===== config.mk =====
export PLATFORM = sky130hd
export DESIGN_NAME = memory_port_arbiter
export DESIGN_NICKNAME = d
export VERILOG_FILES = /design/src/rtl/mem_bus_pkg.sv /design/src/rtl/memory_port_arbiter_picker.sv /design/src/rtl/memory_port_arbiter.sv
export SDC_FILE = /design/constraint.sdc
export NUM_CORES = 1
export LEC_CHECK = 0
export CAP_MARGIN = 40
export CORE_MARGIN = 2
export CORE_UTILIZATION = 41
export DETAILED_ROUTE_END_ITERATION = 16
export PLACE_DENSITY_LB_ADDON = 0.3
export SETUP_SLACK_MARGIN = 0.1
export SYNTH_ARGS = -nofsm -noshare
export SYNTH_HDL_FRONTEND = slang
export SYNTH_HIERARCHICAL = 1
export SYNTH_SLANG_ARGS = --single-unit

===== constraint.sdc =====
create_clock -name clk -period 2.6 [get_ports clk]
set_input_delay 0.39 -clock clk [delete_from_list [all_inputs] [get_ports clk]]
set_output_delay 0.39 -clock clk [all_outputs]
set_load 0.02 [all_outputs]

===== src/rtl/mem_bus_pkg.sv =====
// Shared types and width defaults for the core's memory-bus blocks.
// Arbiter states and default address/data widths live here so every bus client agrees on them.
package mem_bus_pkg;

  typedef enum logic [1:0] {
    ARB_IDLE,
    ARB_ISSUE,
    ARB_DONE
  } arb_state_t;

  localparam int MEM_ADDR_W = 32;
  localparam int MEM_DATA_W = 32;

endpackage


===== src/rtl/memory_port_arbiter_picker.sv =====
// Combinational round-robin picker: first asserted request scanning from last_grant+1 upward,
// wrapping modulo NUM_REQ, so the most recently served requester has lowest priority.
module round_robin_picker #(
  parameter int NUM_REQ = 2,
  parameter int IDX_W   = (NUM_REQ > 1) ? $clog2(NUM_REQ) : 1
) (
  input  logic [NUM_REQ-1:0] req_i,
  input  logic [IDX_W-1:0]   last_grant_i,
  output logic               any_o,
  output logic [IDX_W-1:0]   winner_o
);

  always_comb begin
    logic [IDX_W-1:0] idx;
    any_o    = 1'b0;
    winner_o = '0;
    idx      = '0;
    for (int i = 1; i <= NUM_REQ; i++) begin
      idx = IDX_W'((int'(last_grant_i) + i) % NUM_REQ);
      if (!any_o && req_i[idx]) begin
        any_o    = 1'b1;
        winner_o = idx;
      end
    end
  end

endmodule


===== src/rtl/memory_port_arbiter.sv =====
// Shares the single memory port between NUM_REQ requesters: round-robin grant, one transaction
// in flight, per-transaction timeout. All outputs registered; IDLE -> ISSUE -> DONE -> IDLE.
module memory_port_arbiter
  import mem_bus_pkg::*;
#(
  parameter int NUM_REQ = 2,
  parameter int ADDR_W  = MEM_ADDR_W,
  parameter int DATA_W  = MEM_DATA_W,
  parameter int TIMEOUT = 255
) (
  input  logic                           clk,
  input  logic                           reset,
  input  logic [NUM_REQ-1:0]             req,
  input  logic [NUM_REQ-1:0]             req_we,
  input  logic [NUM_REQ-1:0][ADDR_W-1:0] req_addr,
  input  logic [NUM_REQ-1:0][DATA_W-1:0] req_wdata,
  output logic [NUM_REQ-1:0]             ack,
  output logic                           err,
  output logic [DATA_W-1:0]              rdata,
  output logic                           mem_req,
  output logic                           mem_we,
  output logic [ADDR_W-1:0]              mem_addr,
  output logic [DATA_W-1:0]              mem_wdata,
  input  logic                           mem_ack,
  input  logic [DATA_W-1:0]              mem_rdata
);

  localparam int IDX_W = (NUM_REQ > 1) ? $clog2(NUM_REQ) : 1;
  localparam int CNT_W = $clog2(TIMEOUT + 1);
  localparam logic [CNT_W-1:0] CNT_LAST = CNT_W'(TIMEOUT - 1);

  arb_state_t          state_q;
  logic [IDX_W-1:0]    last_grant_q;
  logic [CNT_W-1:0]    cnt_q;
  logic [NUM_REQ-1:0]  ack_q;
  logic                err_q;
  logic [DATA_W-1:0]   rdata_q;
  logic                mem_req_q;
  logic                mem_we_q;
  logic [ADDR_W-1:0]   mem_addr_q;
  logic [DATA_W-1:0]   mem_wdata_q;

  logic                pick_any;
  logic [IDX_W-1:0]    pick_idx;

  round_robin_picker #(
    .NUM_REQ (NUM_REQ),
    .IDX_W   (IDX_W)
  ) u_picker (
    .req_i        (req),
    .last_grant_i (last_grant_q),
    .any_o        (pick_any),
    .winner_o     (pick_idx)
  );

  // last_grant_q doubles as the owner of the in-flight transaction.
  always_ff @(posedge clk) begin
    if (reset) begin
      state_q      <= ARB_IDLE;
      last_grant_q <= IDX_W'(NUM_REQ - 1);
      cnt_q        <= '0;
      ack_q        <= '0;
      err_q        <= 1'b0;
      rdata_q      <= '0;
      mem_req_q    <= 1'b0;
      mem_we_q     <= 1'b0;
      mem_addr_q   <= '0;
      mem_wdata_q  <= '0;
    end else begin
      case (state_q)
        ARB_IDLE: begin
          mem_req_q <= 1'b0;
          if (pick_any) begin
            mem_req_q    <= 1'b1;
            mem_we_q     <= req_we[pick_idx];
            mem_addr_q   <= req_addr[pick_idx];
            mem_wdata_q  <= req_wdata[pick_idx];
            last_grant_q <= pick_idx;
            cnt_q        <= '0;
            state_q      <= ARB_ISSUE;
          end
        end
        ARB_ISSUE: begin
          // A real completion takes precedence over a timeout in the same cycle.
          if (mem_ack) begin
            rdata_q   <= mem_rdata;
            mem_req_q <= 1'b0;
            ack_q     <= NUM_REQ'(1) << last_grant_q;
            err_q     <= 1'b0;
            state_q   <= ARB_DONE;
          end else if (cnt_q == CNT_LAST) begin
            rdata_q   <= '0;
            mem_req_q <= 1'b0;
            ack_q     <= NUM_REQ'(1) << last_grant_q;
            err_q     <= 1'b1;
            state_q   <= ARB_DONE;
          end else begin
            cnt_q <= cnt_q + CNT_W'(1);
          end
        end
        ARB_DONE: begin
          ack_q   <= '0;
          err_q   <= 1'b0;
          state_q <= ARB_IDLE;
        end
        default: begin
          state_q <= ARB_IDLE;
        end
      endcase
    end
  end

  assign ack       = ack_q;
  assign err       = err_q;
  assign rdata     = rdata_q;
  assign mem_req   = mem_req_q;
  assign mem_we    = mem_we_q;
  assign mem_addr  = mem_addr_q;
  assign mem_wdata = mem_wdata_q;

endmodule


# == Word level (Yosys, flattened, before mapping) ==
# Cells that the tools add are included.
# op_classes
bitwise_logic,0
n_reduce_logical,12
n_shift,1
magnitude_cmp,3
n_eq_ne,7
div,0
n_addsub,3
n_mul,0
n_mux,34
# ops
cell,count
two-way mux 32 bit,6
two-way mux 8 bit,3
one-hot mux 8 bit (2 select lines),1
two-way mux 1 bit,15
two-way mux 2 bit,5
AND reduction 2 bit,5
adder 8 x 1 -> 8 bit (second input constant),1
equality test 8 bit (second input constant),1
one-hot mux 2 bit (2 select lines),2
< comparator 1 x 2 -> 1 bit (second input constant),3
!= test 2 bit (second input constant),3
nonzero test 2 bit,3
one-hot mux 1 bit (2 select lines),2
AND reduction 4 bit,1
!= test 3 bit (second input constant),1
adder 1 bit (second input constant),2
equality test 2 x 1 -> 1 bit (second input constant),1
equality test 2 bit (second input constant),1
zero test 2 bit,1
<< shifter 1 x 1 -> 2 bit (first input constant),1
logical AND 1 bit,1
zero test 1 bit,1
# word_totals
register_bits,112
romBits,0
latch_bits,0
input_bits,167
mem_count,0
mem_bits_rw,0
wordCells,70

# == Depth between registers and ports, before layout ==
# depth
ltp_word,9
mapped_depth,7
mapped_depth_nobuf,6

# == Cells and area by module ==
# Netlist, hierarchy kept.
# by_module_without_submodules
mod,n_inst,cells_per_inst,area_per_inst_um2
memory_port_arbiter,1,453,4589.4
round_robin_picker,1,2,13.8

# == Worst setup path before layout ==
# Ideal clock, no wire load.
# synth_path
path_kind,register -> register
start,register cnt_q[0]
end,register cnt_q[1]
stages_incl_launch_ff,7
setup_ps,70
required_time_ps,2530
n_path_buf,0
arrival_time_ps,1621
slack_ps,908
synth_period_minus_slack_ps,1692
cell_sequence,dfxtp_1 -> inv_1 -> ha_1 -> and3_1 -> and3_2 -> or4b_1 -> a21oi_1
# synth_between
elab_chain_cells,4
# synth_lines
item,line,text
start: declaration,memory_port_arbiter.sv:34,logic [CNT_W-1:0] cnt_q;
start signal: assignment,memory_port_arbiter.sv:98,cnt_q <= cnt_q + CNT_W'(1);
adder 8 x 1 -> 8 bit,memory_port_arbiter.sv:98,
two-way mux 8 bit,memory_port_arbiter.sv:91,end else if (cnt_q == CNT_LAST) begin
two-way mux 8 bit,memory_port_arbiter.sv:85,if (mem_ack) begin
one-hot mux 8 bit (2 select lines),memory_port_arbiter.sv:70,case (state_q)
# Parallel ways exist; a longest one is shown, timed or not. The select of a mux whose other input is x is not followed.
# A chain may end at the register's enable or synchronous reset.

# == Worst setup path after layout ==
# Same ends and word-level chain as after synthesis.

==> results.json <==
{
  "max_freq_mhz": 518.9,
  "final_nets": 869,
  "dieArea_sq_um": 12090,
  "critPathRequiredTime_ns": 2.90,
  "avgRoutedWirePerCell_um": 16.15,
  "areaGrowthSynthToFinish_pct": 64.75,
  "place_inst": 829,
  "critPathLaunchType": "flop",
  "crit_path_max_fanout": 13,
  "placedInstanceArea_sq_um": 7380,
  "final_cells": 845,
  "grt_max_degree": 75,
  "syn_avg_cell_area_sq_um": 10.12,
  "drtAntennaViolNets": 0,
  "cts_max_level": 3,
  "p_leak_nw": 2.878,
  "setup_violations": 0,
  "cts_hold_buf": 0,
  "status": "finished clean",
  "cts.sinks": 112,
  "rows": 38,
  "synth_fp_nets": 624,
  "grt_usage_pct": 21.60,
  "io_pins": 268,
  "clk_latency_ns": 0.36,
  "final_hold_viol_count": 0,
  "reg2reg_depth": 6,
  "placement.io_buffers": 267,
  "ys.warnings.count": 6,
  "rsz0062_at_grt": "no",
  "syn_area_sq_um": 4603,
  "period_needed_ns": 1.927,
  "final_cell_area_sq_um": 7584,
  "holdCritPathClass": "in2reg",
  "place_ws_ns": 0.3046,
  "fin_skew_ns": 0.01242,
  "clk_pin_slew_ns": 0.11,
  "dr.pass1.iters": 4,
  "num_vias": 4363,
  "hold_slack_ns": 0.3724,
  "worstPathArrival_ns": 2.22,
  "synth.area.top_cells": "dfxtp_1, mux2i_1, a211oi_1",
  "period_share_pct": 74.12,
  "start_util_pct": 42.28,
  "synthFlopType": "dfxtp_1",
  "core-area_sq_um": 10890,
  "die_w_um": 110.0,
  "crit_path_end_kind": "flop",
  "slew_headroom_pct": 48.07,
  "cts_tree": "yes",
  "clockBufferDepth": 2,
  "die_h_um": 110.0,
  "drv_slew": 0,
  "ys_types": 44,
  "synth_edf_count": 0,
  "final_cell_mix": "clkdlybuf4s50_1, dfxtp_1, nor2_1, mux2i_1, a211oi_1",
  "final.setup.worst_slack_ns": 0.6728,
  "viasPerCell": 5.163,
  "cts_root_buf": "clkbuf_8",
  "synth-seq-cells": 112,
  "antenna_found_initial": 0,
  "dpl.hpwl_mm": 10.51,
  "critical_path_class": "reg2reg",
  "tns_ns": 0,
  "dr.first_iter.drc_count": 169,
  "grt_pass1_vias": 4337,
  "tightest_slew_ns": 0.7790,
  "cap_violations": 0,
  "grt_overflow": 0,
  "yosysTopAreaCellShare_pct": 48.71,
  "ir_drop_uv": 354.5,
  "cts_resized": 0,
  "yosys.area.top_type": "dfxtp_1",
  "cp_slowest_cell": "or4b_1",
  "drc": 0,
  "holdPathStages": 4,
  "cpPeakStageDelay_ns": 0.54,
  "layout_commonest_cell": "clkdlybuf4s50_1",
  "cts_buffers": 9,
  "synthArstFlopShare_pct": 0,
  "postCtsSetupBuffers": 0,
  "r2r_setup_slack_ns": 0.67,
  "powerDensity_nw_per_um2": 557.7,
  "grt_pass1_wl_mm": 20.43,
  "gp_congestion": 0.8419,
  "yosysSeqAreaShare_pct": 48.71,
  "drive_gt1_share_pct": 5.106,
  "diodes": 0,
  "syn_inst": 455,
  "crit_chain": "inv_1 -> ha_1 -> and3_1 -> and3_2 -> or4b_1 -> a21oi_1",
  "wl_mm": 13.65
}
==> Yosys cell counts (4+ instances only) <==
cell,number
a211oi_1,65
clkbuf_1,14
a22o_1,33
mux2i_1,67
dfxtp_1,112
nor2_1,69
nand2_1,9
inv_1,4
nand3_1,4
a21oi_1,7
buf_2,25
==> layout make-up <==
cell class / instances / area (sq um)
Inverter: 4 / 15.01
Tap cell: 140 / 175.2
Multi-Input combinational cell: 297 / 2155
Clock inverter: 7 / 80.08
Timing Repair Buffer: 276 / 2793
Fill cell: 820 / 3304
Clock buffer: 9 / 123.9
Sequential cell: 112 / 2242
==> layer usage <==
| layer | routed length, um | up-vias | GRT usage [%] |
|---|---|---|---|
| li1 | - | 2172 | - |
| met1 | 5143 | 1997 | 22.71 |
| met2 | 6936 | 176 | 39.70 |
| met3 | 1353 | 18 | 7.647 |
| met4 | 216 | 0 | 7.143 |
| met5 | 0 | - | 0 |
==> logic make-up after synthesis <==
family	after synthesis	share of synthesized area, %
AO/OA/AOI/OAI	125	21.15
flip-flops	112	48.71
multiplexers	68	14.81
buffers and inverters	46	4.838
AND/OR/NAND/NOR	102	9.949
adder cells (fa/ha/maj)	2	0.5435
==> critical path, delay by kind of cell, from the launching register on <==
family	cells	cell delay, ns
AND/OR/NAND/NOR	3	1.05
flip-flops	1	0.41
AO/OA/AOI/OAI	1	0.15
adder cells (fa/ha/maj)	1	0.20
buffers and inverters	1	0.06
==> metrics by stage <==
step / utilization (%) / total power (W)
6_report: 69.65 / 0.004229
5_1_grt: 69.65 / 0.004427
4_1_cts: 69.65 / 0.004265
3_5_place_dp: 67.78 / 0.003211
3_3_place_gp: 67.64 / 0.003184
2_1_floorplan: - / 0.002561
==> state kept, by name, summed over array words and instances, names as in the netlist <==
signal	count
mem_req	1
mem_addr	32
cnt_q	8
state_q	2
last_grant_q	1
ack	2
mem_wdata	32
err	1
mem_we	1
rdata	32
==> worst paths after layout <==
path	end	start
max reg2reg	cnt_q[1]	cnt_q[0]
min	last_grant_q	reset
min reg2reg	rdata[3]	rdata[3]
max	cnt_q[1]	cnt_q[0]
==> power breakdown <==
group	internal, W	leakage [nW]	switching (W)
clock	0.000458	0.102	0.000601
combinational	0.000654	1.85	0.000559
sequential	0.00187	0.923	0.0000907
Note: power is estimated with default switching activity, not from simulation.
